$ cat config.mk
export PLATFORM = sky130hd
export DESIGN_NAME = song_mem_ctrl
export DESIGN_NICKNAME = d
export VERILOG_FILES = /design/src/rtl/song_mem_pkg.sv /design/src/rtl/song_len_table.sv /design/src/rtl/song_mem_ctrl.sv
export SDC_FILE = /design/constraint.sdc
export NUM_CORES = 1
export LEC_CHECK = 0
export CAP_MARGIN = 20
export CELL_PAD_IN_SITES_DETAIL_PLACEMENT = 1
export CELL_PAD_IN_SITES_GLOBAL_PLACEMENT = 2
export CORE_UTILIZATION = 45
export DETAILED_ROUTE_END_ITERATION = 10
export PLACE_DENSITY_LB_ADDON = 0.1
export RECOVER_POWER = 100
export SLEW_MARGIN = 20
export SYNTH_ARGS = -nofsm -noshare
export SYNTH_HDL_FRONTEND = slang
export SYNTH_SLANG_ARGS = --single-unit
$ cat constraint.sdc
create_clock -name clk -period 8.4 [get_ports clk]
set_input_delay 0.84 -clock clk [delete_from_list [all_inputs] [get_ports clk]]
set_output_delay 0.84 -clock clk [all_outputs]
set_load 0.05 [all_outputs]
$ cat src/rtl/song_mem_pkg.sv
// Shared types and slot-map helpers for the song memory controller.
package song_mem_pkg;

  typedef enum logic [2:0] {
    ST_IDLE     = 3'd0,
    ST_PLAY     = 3'd1,
    ST_PLAY_RD  = 3'd2,
    ST_PLAY_LAT = 3'd3,
    ST_REC      = 3'd4,
    ST_DONE     = 3'd5
  } state_e;

  localparam logic [3:0] PRELOAD_MAX = 4'd5;
  localparam logic [3:0] USER_MIN    = 4'd8;
  localparam logic [3:0] USER_MAX    = 4'd13;

  function automatic logic slot_preload(input logic [3:0] slot);
    return slot <= PRELOAD_MAX;
  endfunction

  function automatic logic slot_valid(input logic [3:0] slot);
    return slot_preload(slot) || ((slot >= USER_MIN) && (slot <= USER_MAX));
  endfunction

endpackage

$ cat src/rtl/song_len_table.sv
// Per-slot song length register file; preloaded slots come out of reset full.
module song_len_table
  import song_mem_pkg::*;
#(
  parameter int OFFSET_W = 14
) (
  input  logic                clk,
  input  logic                reset,
  input  logic                i_we,
  input  logic [3:0]          i_waddr,
  input  logic [OFFSET_W:0]   i_wdata,
  input  logic [3:0]          i_raddr,
  output logic [OFFSET_W:0]   o_rdata
);

  localparam logic [OFFSET_W:0] LEN_FULL = {1'b1, {OFFSET_W{1'b0}}};

  logic [OFFSET_W:0] r_len [16];

  always_ff @(posedge clk) begin
    if (reset) begin
      for (int i = 0; i < 16; i++) begin
        r_len[i] <= (i <= int'(PRELOAD_MAX)) ? LEN_FULL : '0;
      end
    end else if (i_we) begin
      r_len[i_waddr] <= i_wdata;
    end
  end

  assign o_rdata = r_len[i_raddr];

endmodule

$ cat src/rtl/song_mem_ctrl.sv
// Record/playback sequencer between the ac97 sample strobe and an external BRAM.
// Define SONG_MEM_LOOP_EN to make playback wrap to the start of the song forever.
module song_mem_ctrl
  import song_mem_pkg::*;
#(
  parameter int OFFSET_W = 14,
  parameter int SAMPLE_W = 8
) (
  input  logic                  clk,
  input  logic                  reset,
  input  logic                  ready,
  input  logic                  start_song,
  input  logic                  pause_song,
  input  logic                  record_mode,
  input  logic [3:0]            song_choice,
  input  logic [SAMPLE_W-1:0]   sample_in,
  output logic                  song_done,
  output logic [OFFSET_W+3:0]   mem_addr,
  output logic                  mem_we,
  output logic [SAMPLE_W-1:0]   mem_din,
  input  logic [SAMPLE_W-1:0]   mem_dout,
  output logic [SAMPLE_W-1:0]   sample_out,
  output logic                  sample_out_valid
);

`ifdef SONG_MEM_LOOP_EN
  localparam bit LOOP_EN = 1'b1;
`else
  localparam bit LOOP_EN = 1'b0;
`endif

  localparam logic [OFFSET_W:0] OFF_MAX = {1'b0, {OFFSET_W{1'b1}}};

  state_e              r_state;
  logic [3:0]          r_slot;
  logic [OFFSET_W:0]   r_offset;
  logic                r_song_done;
  logic                r_mem_we;
  logic [OFFSET_W+3:0] r_mem_addr;
  logic [SAMPLE_W-1:0] r_mem_din;
  logic                r_vld_p0;
  logic [SAMPLE_W-1:0] r_sample_out;
  logic                r_sample_out_valid;

  logic [3:0]          w_len_raddr;
  logic [OFFSET_W:0]   w_len;
  logic [OFFSET_W:0]   w_off_inc;
  logic [OFFSET_W:0]   w_play_next;
  logic                w_rec_wr;
  logic                w_play_rd;
  logic                w_last;

  // The length lookup must see the new slot in the start cycle to catch empty songs.
  assign w_len_raddr = start_song ? song_choice : r_slot;
  assign w_off_inc   = r_offset + 1'b1;
  assign w_rec_wr    = (r_state == ST_REC) && ready && !pause_song && !start_song;
  assign w_play_rd   = (r_state == ST_PLAY) && ready && !pause_song && !start_song;
  assign w_last      = (w_off_inc == w_len);
  assign w_play_next = (w_last && LOOP_EN) ? '0 : w_off_inc;

  song_len_table #(.OFFSET_W(OFFSET_W)) u_len (
    .clk     (clk),
    .reset   (reset),
    .i_we    (w_rec_wr),
    .i_waddr (r_slot),
    .i_wdata (w_off_inc),
    .i_raddr (w_len_raddr),
    .o_rdata (w_len)
  );

  always_ff @(posedge clk) begin
    if (reset) begin
      r_state     <= ST_IDLE;
      r_slot      <= '0;
      r_offset    <= '0;
      r_song_done <= 1'b0;
      r_mem_we    <= 1'b0;
      r_vld_p0    <= 1'b0;
    end else begin
      r_song_done <= 1'b0;
      r_mem_we    <= 1'b0;
      r_vld_p0    <= 1'b0;
      if (start_song) begin
        r_slot   <= song_choice;
        r_offset <= '0;
        if (!slot_valid(song_choice) || (record_mode && slot_preload(song_choice)))
          r_state <= ST_DONE;
        else if (record_mode)
          r_state <= ST_REC;
        else if (w_len == '0)
          r_state <= ST_DONE;
        else
          r_state <= ST_PLAY;
      end else begin
        case (r_state)
          ST_REC: begin
            if (w_rec_wr) begin
              r_mem_we <= 1'b1;
              r_offset <= w_off_inc;
              if (r_offset == OFF_MAX) r_state <= ST_DONE;
            end
          end
          ST_PLAY: begin
            if (w_play_rd) begin
              r_vld_p0 <= 1'b1;
              r_offset <= w_play_next;
              r_state  <= (w_last && !LOOP_EN) ? ST_DONE : ST_PLAY_RD;
            end
          end
          ST_PLAY_RD:  r_state <= ST_PLAY_LAT;
          ST_PLAY_LAT: r_state <= ST_PLAY;
          ST_DONE: begin
            r_song_done <= 1'b1;
            r_state     <= ST_IDLE;
          end
          default: r_state <= ST_IDLE;
        endcase
      end
    end
  end

  // p0 -> p1: the BRAM has answered the address presented with the ready strobe.
  always_ff @(posedge clk) begin
    if (reset) begin
      r_mem_addr         <= '0;
      r_mem_din          <= '0;
      r_sample_out       <= '0;
      r_sample_out_valid <= 1'b0;
    end else begin
      r_sample_out_valid <= r_vld_p0;
      if (r_vld_p0) r_sample_out <= mem_dout;
      if (start_song) begin
        r_mem_addr <= {song_choice, {OFFSET_W{1'b0}}};
      end else if (w_rec_wr) begin
        r_mem_addr <= {r_slot, r_offset[OFFSET_W-1:0]};
        r_mem_din  <= sample_in;
      end else if (w_play_rd) begin
        r_mem_addr <= {r_slot, w_play_next[OFFSET_W-1:0]};
      end
    end
  end

  assign song_done        = r_song_done;
  assign mem_we           = r_mem_we;
  assign mem_addr         = r_mem_addr;
  assign mem_din          = r_mem_din;
  assign sample_out       = r_sample_out;
  assign sample_out_valid = r_sample_out_valid;

endmodule

==> flow_metrics.py, run 1 <==
metrics = {
    "clocking": {
        "count_of_h_tree_levels_built_during_cts": 2,
        "clk_pin_slew_worst_paths_ns": 0.06,
        "clkLatencyLatePin_ns": 0.51,
        "clock_sinks": 300,
        "post_cts.repair.setup_buffers": 0,
        "ctsResizeCount": 0,
        "cts_root_buffer": "sky130_fd_sc_hd__clkbuf_16",
        "cts_tree": "built",
        "clock_tree.buffer_depth": 3,
        "cts_inserted_buffers": 34,
        "holdBufCountCts": 0,
    },
    "yosys": {
        "synth_cells": 1181,
        "synth_edf_count": 240,
        "seq_area_frac_synth_pct": 61.72,
        "synth_seq_cells": 300,
        "synth_compound_area_share_pct": 6.503,
        "synth_top_cell_by_area": "sky130_fd_sc_hd__edfxtp_1",
        "async_flop_share_pct": 0,
        "post_synth.cell_area_avg_um2": 11.53,
        "adder_cell_share_of_the_synthesized_area_pct": 0.09185,
        "synth-main-ff-cell": "sky130_fd_sc_hd__edfxtp_1",
        "synth_top_area_share_pct": 52.91,
        "netlist_top_cells_area": "sky130_fd_sc_hd__edfxtp_1 53%, sky130_fd_sc_hd__dfxtp_1 8.8%, sky130_fd_sc_hd__nor2_1 8.5%",
        "xor_and_xnor_fraction_of_the_mapped_netlist_area_pct": 1.993,
        "count_leader_synth": "sky130_fd_sc_hd__nor2_1",
        "syn_nets": 1208,
        "synth_cell_types": 60,
        "synth_commonest_cells": "310 x sky130_fd_sc_hd__nor2_1, 240 x sky130_fd_sc_hd__edfxtp_1, 102 x sky130_fd_sc_hd__nand2_1, 76 x sky130_fd_sc_hd__mux2i_1, 68 x sky130_fd_sc_hd__clkbuf_1",
        "post_synth_instance_area_um2": 13620,
        "synth_simple_gate_area_share_pct": 15.90,
        "yosysWarnings": 0,
        "post_synth_mux_area_share_pct": 10.65,
        "dominant_combinational_cell_family_by_area_after_synthesis": "simple AND/OR/NAND/NOR gates",
    },
    "timing": {
        "max_slew.worst_pin.slew_ns": 2.625,
        "relSlewSlack_pct": -75.02,
        "period_share_pct": 69.37,
        "final-setup-viol-count": 0,
        "fin_tns_setup_ns": 0,
        "rsz0062_at_grt": "false",
        "report.final.hold_viol_count": 0,
        "final_max_slew_viol_count": 109,
        "maximum_achievable_frequency_ghz": 0.1716,
        "final.min_clock_period_ns": 5.827,
        "clock_skew_ns": 0.02209,
    },
    "critical_path": {
        "critical_path_class": "input pin to flop",
        "timing.critical_path.to": "r_state[2]",
        "critical_path_arrival_ns": 6.19,
        "critical_path.max_fanout": 37,
        "startpoint": "start_song",
        "critical_path.reg2reg.startpoint": "r_state[2]",
        "crit_path_frequent_cell": "sky130_fd_sc_hd__a2111oi_0",
        "worstPathRequired_ns": 8.77,
        "crit_slowest_cell": "sky130_fd_sc_hd__mux2_1",
        "worstPathCellList": "dlygate4sd3_1, mux2_1, buf_4, mux4_2, a22oi_1, nand2_1, a2111oi_0, and3_1, a31oi_1, a2111oi_0",
        "critical_path.n_buffers_inverters": 2,
        "path_delay_family": "multiplexers",
        "timing.critical_path.depth": 10,
        "critPathLaunchType": "input pin",
        "worst_r2r_path_depth": 7,
        "reg_to_reg_critical_path_endpoint": "u_len.r_len[4][4]",
        "setup.reg_to_reg.worst_slack_ns": 3.37,
        "critPathMaxStageDelay_ns": 1.27,
        "kind_of_end_point_of_the_critical_path": "flop",
    },
    "final_layout": {
        "area_delta_synth_final_pct": 15.70,
        "drive_above_1_share_pct": 10.14,
        "final_cells": 1642,
        "design_area_um2": 15760,
        "final_nets": 1253,
        "total_area_of_sequential_cells_um2": 8408,
        "fill_cells": 3116,
        "multi_input_area_um2": 4873,
        "num_antenna_cells": 0,
    },
    "power_and_ir_drop": {
        "total_leakage_power_nw": 5.309,
        "ir_worst_vdd_mv": 0.1512,
        "power_density_nw_per_um2": 220.2,
        "report.power.total_mw": 3.471,
    },
    "global_routing": {
        "grt_antenna_before_repair": 0,
        "first_global_vias": 9953,
        "grt_start_max_net_pins": 48,
        "overflow": 0,
        "grt_pass1_wl_um": 61440,
        "global_route.usage.total_pct": 27.09,
    },
    "routing": {
        "ant_nets": 0,
        "first_iter_violations": 810,
        "route.vias.total": 9604,
        "post_drt_via_cell_ratio": 5.849,
        "routed_wirelength_um": 41060,
        "drt_first_pass_iters": 5,
        "avgRoutedWirePerCell_um": 25.01,
        "drcViolationCount": 0,
    },
    "placement": {
        "gp_congestion": 0.9147,
        "placed_cells": 1580,
        "place.detailed.hpwl_um": 26100,
        "portBuffers": 62,
        "postPlaceCellArea_um2": 14690,
    },
    "run": {
        "timing.max_cap.violations": 3,
    },
    "floorplan": {
        "floorplan.die.width_um": 176.0,
        "initial_core_utilization_pct": 45.84,
        "die_y_um": 176.0,
        "fp-row-count": 63,
        "die_area_um2": 30970,
        "pin_count": 63,
        "floorplan.core_area_um2": 29720,
    },
    "outcome": {
        "violations": "capacitance limit, slew limit",
        "outcome": "finished, violations left",
    },
    "worst_hold_path": {
        "worst_hold_path_type": "flop to flop",
        "worstHoldStart": "mem_din[2]",
    },
}
per-stage QoR:
step	utilization [%]	setup WS (ns)	hold WS (ns)
2_1_floorplan	-	5.076	0.4610
3_3_place_gp	49.45	2.968	0.4412
3_5_place_dp	49.45	2.930	0.4517
4_1_cts	53.24	3.447	0.4629
5_1_grt	53.03	2.208	0.4780
6_report	53.03	2.573	0.4532
worst min-delay path by stage:
| stage | end | slack (ns) | cells past startpoint |
|---|---|---|---|
| after CTS | mem_din[7] | 0.46 | 2 |
| after global routing | mem_din[4] | 0.48 | 2 |
| after detailed placement | mem_din[7] | 0.45 | 2 |
| final | mem_din[2] | 0.45 | 2 |
| after global placement | mem_din[0] | 0.44 | 2 |
| after floorplan | song_done | 0.46 | 2 |
placed cells by master (no fill, tap or decap), types with 7 or more instances in the layout:
cell / netlist / final
sky130_fd_sc_hd__nor2_1: 310 / 310
sky130_fd_sc_hd__edfxtp_1: 240 / 240
sky130_fd_sc_hd__nand2_1: 102 / 102
sky130_fd_sc_hd__mux2i_1: 76 / 73
sky130_fd_sc_hd__dfxtp_1: 60 / 60
sky130_fd_sc_hd__a21oi_1: 47 / 47
sky130_fd_sc_hd__dlygate4sd3_1: 0 / 38
sky130_fd_sc_hd__clkbuf_16: 0 / 37
sky130_fd_sc_hd__mux4_2: 28 / 28
sky130_fd_sc_hd__buf_4: 3 / 24
sky130_fd_sc_hd__nand3_1: 23 / 23
sky130_fd_sc_hd__clkdlybuf4s50_1: 0 / 23
sky130_fd_sc_hd__nand2b_1: 22 / 22
sky130_fd_sc_hd__clkbuf_1: 68 / 20
sky130_fd_sc_hd__o21ai_0: 15 / 15
sky130_fd_sc_hd__nor3_1: 12 / 12
sky130_fd_sc_hd__xor2_1: 16 / 12
sky130_fd_sc_hd__o221ai_1: 10 / 10
sky130_fd_sc_hd__a211oi_1: 10 / 10
sky130_fd_sc_hd__nand4_1: 9 / 9
sky130_fd_sc_hd__xnor2_1: 15 / 8
sky130_fd_sc_hd__a22oi_1: 7 / 7
sky130_fd_sc_hd__nor4_1: 7 / 7
sky130_fd_sc_hd__or3_1: 7 / 7
sky130_fd_sc_hd__xnor2_2: 0 / 7
flip-flops by register name (all words and copies together) (netlist names):
register / count
mem_we: 1
song_done: 1
r_vld_p0: 1
mem_din: 8
mem_addr: 18
u_len.r_len: 240
r_slot: 4
sample_out_valid: 1
r_offset: 15
sample_out: 8
r_state: 3
area by class of cell:
type | instances | area share [%]
clock buffer | 46 | 6.153
timing repair buffer | 98 | 5.335
sequential | 300 | 53.35
inverter | 6 | 0.1429
tap | 390 | 3.096
multi-input combinational | 786 | 30.92
clock inverter | 16 | 1.000
worst register-to-register path: stages, from the launching register on:
cell and delay (ns):
sky130_fd_sc_hd__dfxtp_1 0.43, sky130_fd_sc_hd__nand2b_1 0.14, sky130_fd_sc_hd__nand2b_1 0.49, sky130_fd_sc_hd__or3_1 0.49, sky130_fd_sc_hd__clkbuf_1 0.47, sky130_fd_sc_hd__nor4b_1 1.07
sky130_fd_sc_hd__nand2_1 0.69, sky130_fd_sc_hd__nand2b_1 0.87
power breakdown:
group | internal, mW | leakage, nW | total [mW] | switching (mW)
sequential | 1.65 | 2.87 | 1.67 | 0.0201
clock | 0.904 | 0.545 | 1.50 | 0.597
combinational | 0.106 | 1.89 | 0.300 | 0.194
total | 2.66 | 5.31 | 3.47 | 0.811
cells by family after synthesis:
kind of cell             Yosys count
AND/OR/NAND/NOR                  514
buffers and inverters             95
flip-flops                       300
XOR/XNOR                          31
AO/OA/AOI/OAI                    131
adder cells (fa/ha/maj)            1
multiplexers                     109
metal layers:
metal	wire (um)	global-route usage [%]	up-vias
met5	0	0	-
met3	2399	4.070	66
met4	1007	7.500	0
met2	19740	44.40	282
li1	-	-	4313
met1	17910	37.53	4943
No activity file was read; power rests on OpenSTA's default activity.
==> run 2: changes to the inputs <==
- CORE_UTILIZATION: 45 -> 41
- clock period: 8.4 -> 6 ns (I/O delays scaled with it)
==> run 2 against run 1 <==
Compared with the run above: the flow still finishes with violations (capacitance limit, slew limit); worst hold slack got worse by 0.0040 ns; flip-flop and latch count unchanged; clock power increased by 37%; final cell count increased by 3.8%; design area increased by 0.76%; via count decreased by 0.70%; core utilization decreased by 4.3 points; die area increased by 9.6%; first-iteration DRC count decreased by 13%; setup slack got worse by 1.5 ns; critical path type unchanged; largest power group unchanged.
==> flow_metrics.py, run 2 (synthesis results as in run 1) <==
metrics = {
    "critical_path": {
        "critical_path.max_fanout": 48,
        "critPathMaxStageDelay_ns": 1.36,
        "worstPathRequired_ns": 6.39,
        "critical_path_arrival_ns": 5.33,
        "startpoint": "start_song",
        "crit_slowest_cell": "sky130_fd_sc_hd__mux2_2",
        "setup.reg_to_reg.worst_slack_ns": 1.36,
        "worstPathCellList": "dlygate4sd3_1, mux2_2, buf_4, mux4_2, a22oi_1, nand2_1, xor2_1, nand4_1, nor4_1, nand4_1, a2111oi_2",
        "critPathLaunchType": "input pin",
        "critical_path_class": "input pin to flop",
        "critical_path.reg2reg.startpoint": "r_slot[0]",
        "timing.critical_path.to": "r_state[2]",
        "reg_to_reg_critical_path_endpoint": "r_state[2]",
        "crit_path_frequent_cell": "sky130_fd_sc_hd__nand4_1",
        "kind_of_end_point_of_the_critical_path": "flop",
        "worst_r2r_path_depth": 10,
    },
    "floorplan": {
        "floorplan.die.width_um": 184.3,
        "pin_count": 63,
        "die_area_um2": 33960,
        "fp-row-count": 66,
        "die_y_um": 184.3,
        "initial_core_utilization_pct": 41.76,
        "floorplan.core_area_um2": 32620,
    },
    "power_and_ir_drop": {
        "switching_share_pct": 23.34,
        "ir_worst_vdd_mv": 0.2517,
        "internal-power_mw": 3.687,
        "power_density_nw_per_um2": 302.9,
        "combPwrFrac_pct": 8.8,
        "seq_power_share_pct": 48.5,
        "clkPwrFrac_pct": 42.6,
        "switching_power_mw": 1.122,
        "total_leakage_power_nw": 5.340,
    },
    "global_routing": {
        "groute.layer.met3.usage_pct": 3.636,
        "grt.busiest_layer": "met2",
        "global_route.usage.total_pct": 24.88,
        "overflow": 0,
        "grt_antenna_before_repair": 0,
        "grt_util_met2_pct": 41.48,
        "first_global_vias": 9528,
        "use_met1_pct": 33.78,
        "grt_pass1_wl_um": 61690,
        "grt_start_max_net_pins": 49,
    },
    "clocking": {
        "cts_tree": "built",
        "cts_inserted_buffers": 35,
        "ctsResizeCount": 0,
        "clock_sinks": 300,
        "holdBufCountCts": 0,
        "post_cts.repair.setup_buffers": 0,
        "clock_tree.buffer_depth": 3,
        "count_of_h_tree_levels_built_during_cts": 2,
        "cts_root_buffer": "sky130_fd_sc_hd__clkbuf_16",
        "clk_pin_slew_worst_paths_ns": 0.06,
        "clkLatencyLatePin_ns": 0.51,
    },
    "worst_hold_path": {
        "worst_hold_path_type": "flop to flop",
        "min_delay_path_depth": 2,
    },
    "timing": {
        "report.final.hold_viol_count": 0,
        "final.min_clock_period_ns": 4.941,
        "final_max_slew_viol_count": 131,
        "final-setup-viol-count": 0,
        "fin_tns_setup_ns": 0,
        "clock_skew_ns": 0.01332,
        "period_share_pct": 82.36,
        "rsz0062_at_grt": "false",
        "hold_slack_ns": 0.4493,
        "maximum_achievable_frequency_ghz": 0.2024,
        "relSlewSlack_pct": -40.66,
        "max_slew.worst_pin.slew_ns": 2.095,
    },
    "run": {
        "timing.max_cap.violations": 4,
    },
    "routing": {
        "drcViolationCount": 0,
        "route.vias.total": 9537,
        "routed_wirelength_um": 41330,
        "drt_first_pass_iters": 4,
        "ant_nets": 0,
        "avgRoutedWirePerCell_um": 24.26,
        "first_iter_violations": 707,
        "post_drt_via_cell_ratio": 5.597,
    },
    "final_layout": {
        "area_delta_synth_final_pct": 16.58,
        "top_register_by_number_of_flip_flops": "u_len.r_len",
        "total_area_of_sequential_cells_um2": 8408,
        "fill_cells": 3431,
        "largest_register_ff_count": 240,
        "multi_input_area_um2": 4880,
        "final_common_cell": "sky130_fd_sc_hd__nor2_1",
        "drive_above_1_share_pct": 10.54,
        "final_cell_mix": "310 x sky130_fd_sc_hd__nor2_1, 240 x sky130_fd_sc_hd__edfxtp_1, 102 x sky130_fd_sc_hd__nand2_1, 73 x sky130_fd_sc_hd__mux2i_1, 60 x sky130_fd_sc_hd__dfxtp_1",
        "final_nets": 1267,
        "num_antenna_cells": 0,
        "post-route-util_pct": 48.68,
    },
    "placement": {
        "portBuffers": 62,
        "gp_congestion": 0.8956,
        "place.detailed.hpwl_um": 26800,
    },
    "outcome": {
        "outcome": "finished, violations left",
        "violations": "capacitance limit, slew limit",
    },
}
run 2: critical path: cells and delay by family:
kind	cells	cell delay (ns)
AOI/OAI and AO/OA	2	0.58
buffers and inverters	2	1.19
xor gates and xnor gates	1	0.14
muxes	2	1.87
and+or+nand+nor	4	0.91
run 2: layout make-up:
cell class	instances	area share [%]
Sequential cell	300	52.95
Multi-Input combinational cell	786	30.73
Clock inverter	11	0.5200
Inverter	6	0.1418
Clock buffer	48	6.414
Tap cell	442	3.483
Timing Repair Buffer	111	5.767
run 2: power groups by stage:
stage                     Sequential (mW)  Clock (mW)  Combinational, mW
after floorplan                      2.38           0              0.271
after global placement               2.38           0              0.423
after detailed placement             2.38           0              0.425
after CTS                            2.34        2.09              0.427
after global routing                 2.34        2.16              0.450
final                                2.34        2.05              0.425
run 2: worst min-delay path by stage:
stage	from	end	slack, ns
6_report	mem_din[5]	mem_din[5]	0.45
5_1_grt	mem_din[0]	mem_din[0]	0.48
3_5_place_dp	mem_din[5]	mem_din[5]	0.45
4_1_cts	mem_din[5]	mem_din[5]	0.46
3_3_place_gp	mem_din[1]	mem_din[1]	0.44
2_1_floorplan	r_state[2]	song_done	0.46
run 2: stage by stage:
stage / power (mW) / setup WS, ns / instance area (um2) / cells
finish: 4.810 / 1.059 / 15880 / 1704
floorplan: 2.646 / 2.916 / 13620 / 1181
global route: 4.951 / 0.8262 / 15880 / 1704
global placement: 2.799 / 1.180 / 14880 / 1645
detailed placement: 2.804 / 1.137 / 14880 / 1645
CTS: 4.855 / 1.665 / 15980 / 1704
run 2: routing by layer:
metal / wire [um] / part of all wire, %
met5: 0 / 0
met4: 1063 / 2.6
met3: 1909 / 4.6
met2: 19880 / 48
met1: 18480 / 45
==> run 3: changes to the inputs <==
- clock period: 6 -> 4.8 ns (I/O delays scaled with it)
==> run 3 against run 2 <==
Compared with the run above: the flow now finishes without violations; via count barely moved; clock skew rose by 0.0030 ns; sequential power rose by 25%; clock power rose by 32%.
==> flow_metrics.py, run 3 (synthesis results as in run 1) <==
metrics = {
    "placement": {
        "postPlaceCellArea_um2": 14970,
        "gp_congestion": 0.8807,
        "portBuffers": 62,
        "place.detailed.hpwl_um": 28750,
        "pre_cts_ws_ns": 0.4454,
    },
    "floorplan": {
        "fp-row-count": 66,
        "floorplan.core_area_um2": 32620,
        "floorplan.die.width_um": 184.3,
        "die_area_um2": 33960,
        "die_y_um": 184.3,
        "pin_count": 63,
        "initial_core_utilization_pct": 41.76,
    },
    "clocking": {
        "clkLatencyLatePin_ns": 0.52,
        "clock_tree.buffer_depth": 3,
        "holdBufCountCts": 0,
        "ctsResizeCount": 0,
        "clock_sinks": 300,
        "clk_pin_slew_worst_paths_ns": 0.06,
        "cts_tree": "built",
        "post_cts.repair.setup_buffers": 0,
        "cts_inserted_buffers": 35,
        "count_of_h_tree_levels_built_during_cts": 2,
        "cts_root_buffer": "sky130_fd_sc_hd__clkbuf_16",
    },
    "timing": {
        "rsz0062_at_grt": "false",
        "hold_slack_ns": 0.4513,
        "final_max_slew_viol_count": 0,
        "fin_tns_setup_ns": 0,
        "clock_skew_ns": 0.01629,
        "maximum_achievable_frequency_ghz": 0.2392,
        "max_slew.worst_pin.slew_ns": 1.418,
        "period_share_pct": 87.11,
        "report.final.hold_viol_count": 0,
        "relSlewSlack_pct": 5.489,
        "final-setup-viol-count": 0,
        "final.min_clock_period_ns": 4.181,
        "fin_ws_ns": 0.6186,
    },
    "critical_path": {
        "kind_of_end_point_of_the_critical_path": "flop",
        "critPathMaxStageDelay_ns": 0.52,
        "critical_path.max_fanout": 16,
        "crit_slowest_cell": "sky130_fd_sc_hd__nand2b_1",
        "worstPathCellList": "nand2b_1, nand2b_1, clkbuf_1, or3_1, nor2_1, nand2_1, nor2_1, nand2_1, clkbuf_1, nand2b_1, clkbuf_1",
        "critical_path_class": "flop to flop",
        "critical_path_arrival_ns": 4.33,
        "worstPathRequired_ns": 4.95,
        "critPathLaunchType": "flop",
    },
    "global_routing": {
        "global_route.usage.total_pct": 25.93,
        "grt_start_max_net_pins": 33,
        "grt_pass1_wl_um": 63710,
        "grt_antenna_before_repair": 0,
        "first_global_vias": 9798,
        "overflow": 0,
    },
    "worst_hold_path": {
        "worst_hold_path_type": "flop to flop",
    },
    "final_layout": {
        "final_nets": 1280,
        "post-route-util_pct": 49.25,
        "fill_cells": 3429,
        "multi_input_area_um2": 4891,
        "area_delta_synth_final_pct": 17.93,
        "design_area_um2": 16060,
        "final_common_cell": "sky130_fd_sc_hd__nor2_1",
        "final_cell_mix": "310 x sky130_fd_sc_hd__nor2_1, 240 x sky130_fd_sc_hd__edfxtp_1, 102 x sky130_fd_sc_hd__nand2_1, 73 x sky130_fd_sc_hd__mux2i_1, 60 x sky130_fd_sc_hd__dfxtp_1",
        "num_antenna_cells": 0,
        "top_register_by_number_of_flip_flops": "u_len.r_len",
        "largest_register_ff_count": 240,
        "drive_above_1_share_pct": 11.98,
        "total_area_of_sequential_cells_um2": 8408,
    },
    "routing": {
        "route.vias.total": 9545,
        "first_iter_violations": 668,
        "ant_nets": 0,
        "post_drt_via_cell_ratio": 5.553,
        "drcViolationCount": 0,
        "avgRoutedWirePerCell_um": 24.98,
        "routed_wirelength_um": 42950,
        "drt_first_pass_iters": 5,
    },
    "power_and_ir_drop": {
        "ir_worst_vdd_mv": 0.2857,
        "seq_power_share_pct": 47.2,
        "total_leakage_power_nw": 5.445,
        "switching_share_pct": 23.15,
        "switching_power_mw": 1.431,
        "internal-power_mw": 4.751,
        "power_density_nw_per_um2": 384.8,
        "clkPwrFrac_pct": 43.9,
        "combPwrFrac_pct": 8.9,
    },
    "run": {
        "timing.max_cap.violations": 0,
    },
    "outcome": {
        "outcome": "completed",
    },
}
-- run 3: changes by cell type in the layout (fill, tap and decap cells not counted), sizes merged --
cell and change:
buf +21, bufinv +5, clkbuf -12, clkdlybuf4s50 +1, dlygate4sd3 -1, inv +1
-- run 3: power by group through the flow --
stage	Clock [mW]	Sequential, mW	Combinational (mW)
finish	2.71	2.92	0.548
CTS	2.76	2.92	0.553
global route	2.85	2.93	0.582
detailed placement	0	2.98	0.550
floorplan	0	2.97	0.338
global placement	0	2.97	0.549
-- run 3: worst max-delay path, delay by kind of cell (launching register included) --
kind                   cells  cell delay, ns
buffers and inverters      3            1.21
flip-flops                 1            0.43
AND/OR/NAND/NOR            8            2.20
-- run 3: layer usage --
| layer | wire length, um | part of all wire, % | up-vias | global-route usage [%] |
|---|---|---|---|---|
| met5 | 0 | 0 | - | 0 |
| met4 | 767 | 1.8 | 0 | 6.100 |
| met3 | 1675 | 3.9 | 49 | 2.727 |
| met2 | 21210 | 49 | 204 | 43.59 |
| met1 | 19300 | 45 | 4928 | 36.07 |
| li1 | - | - | 4364 | - |
-- run 3: layout make-up --
cell class | instances | share of cell area, %
Multi-Input combinational cell | 786 | 30.45
Sequential cell | 300 | 52.34
Clock inverter | 17 | 1.472
Clock buffer | 44 | 5.662
Inverter | 6 | 0.1402
Tap cell | 442 | 3.443
Timing Repair Buffer | 124 | 6.496
-- run 3: path summary, 6_finish.rpt --
path	depth (start not counted)	slack, ns	endpoint	from
worst max-delay path	11	0.62	u_len.r_len[10][4]	r_state[2]
worst min-delay path	2	0.45	mem_din[7]	mem_din[7]
worst max register to register	11	0.62	u_len.r_len[10][4]	r_state[2]
worst min register to register	2	0.45	mem_din[7]	mem_din[7]
-- run 3: per-stage QoR --
step	power, mW	cells
detailed placement	3.526	1658
CTS	6.232	1719
floorplan	3.308	1181
finish	6.182	1719
global placement	3.519	1658
global route	6.357	1719
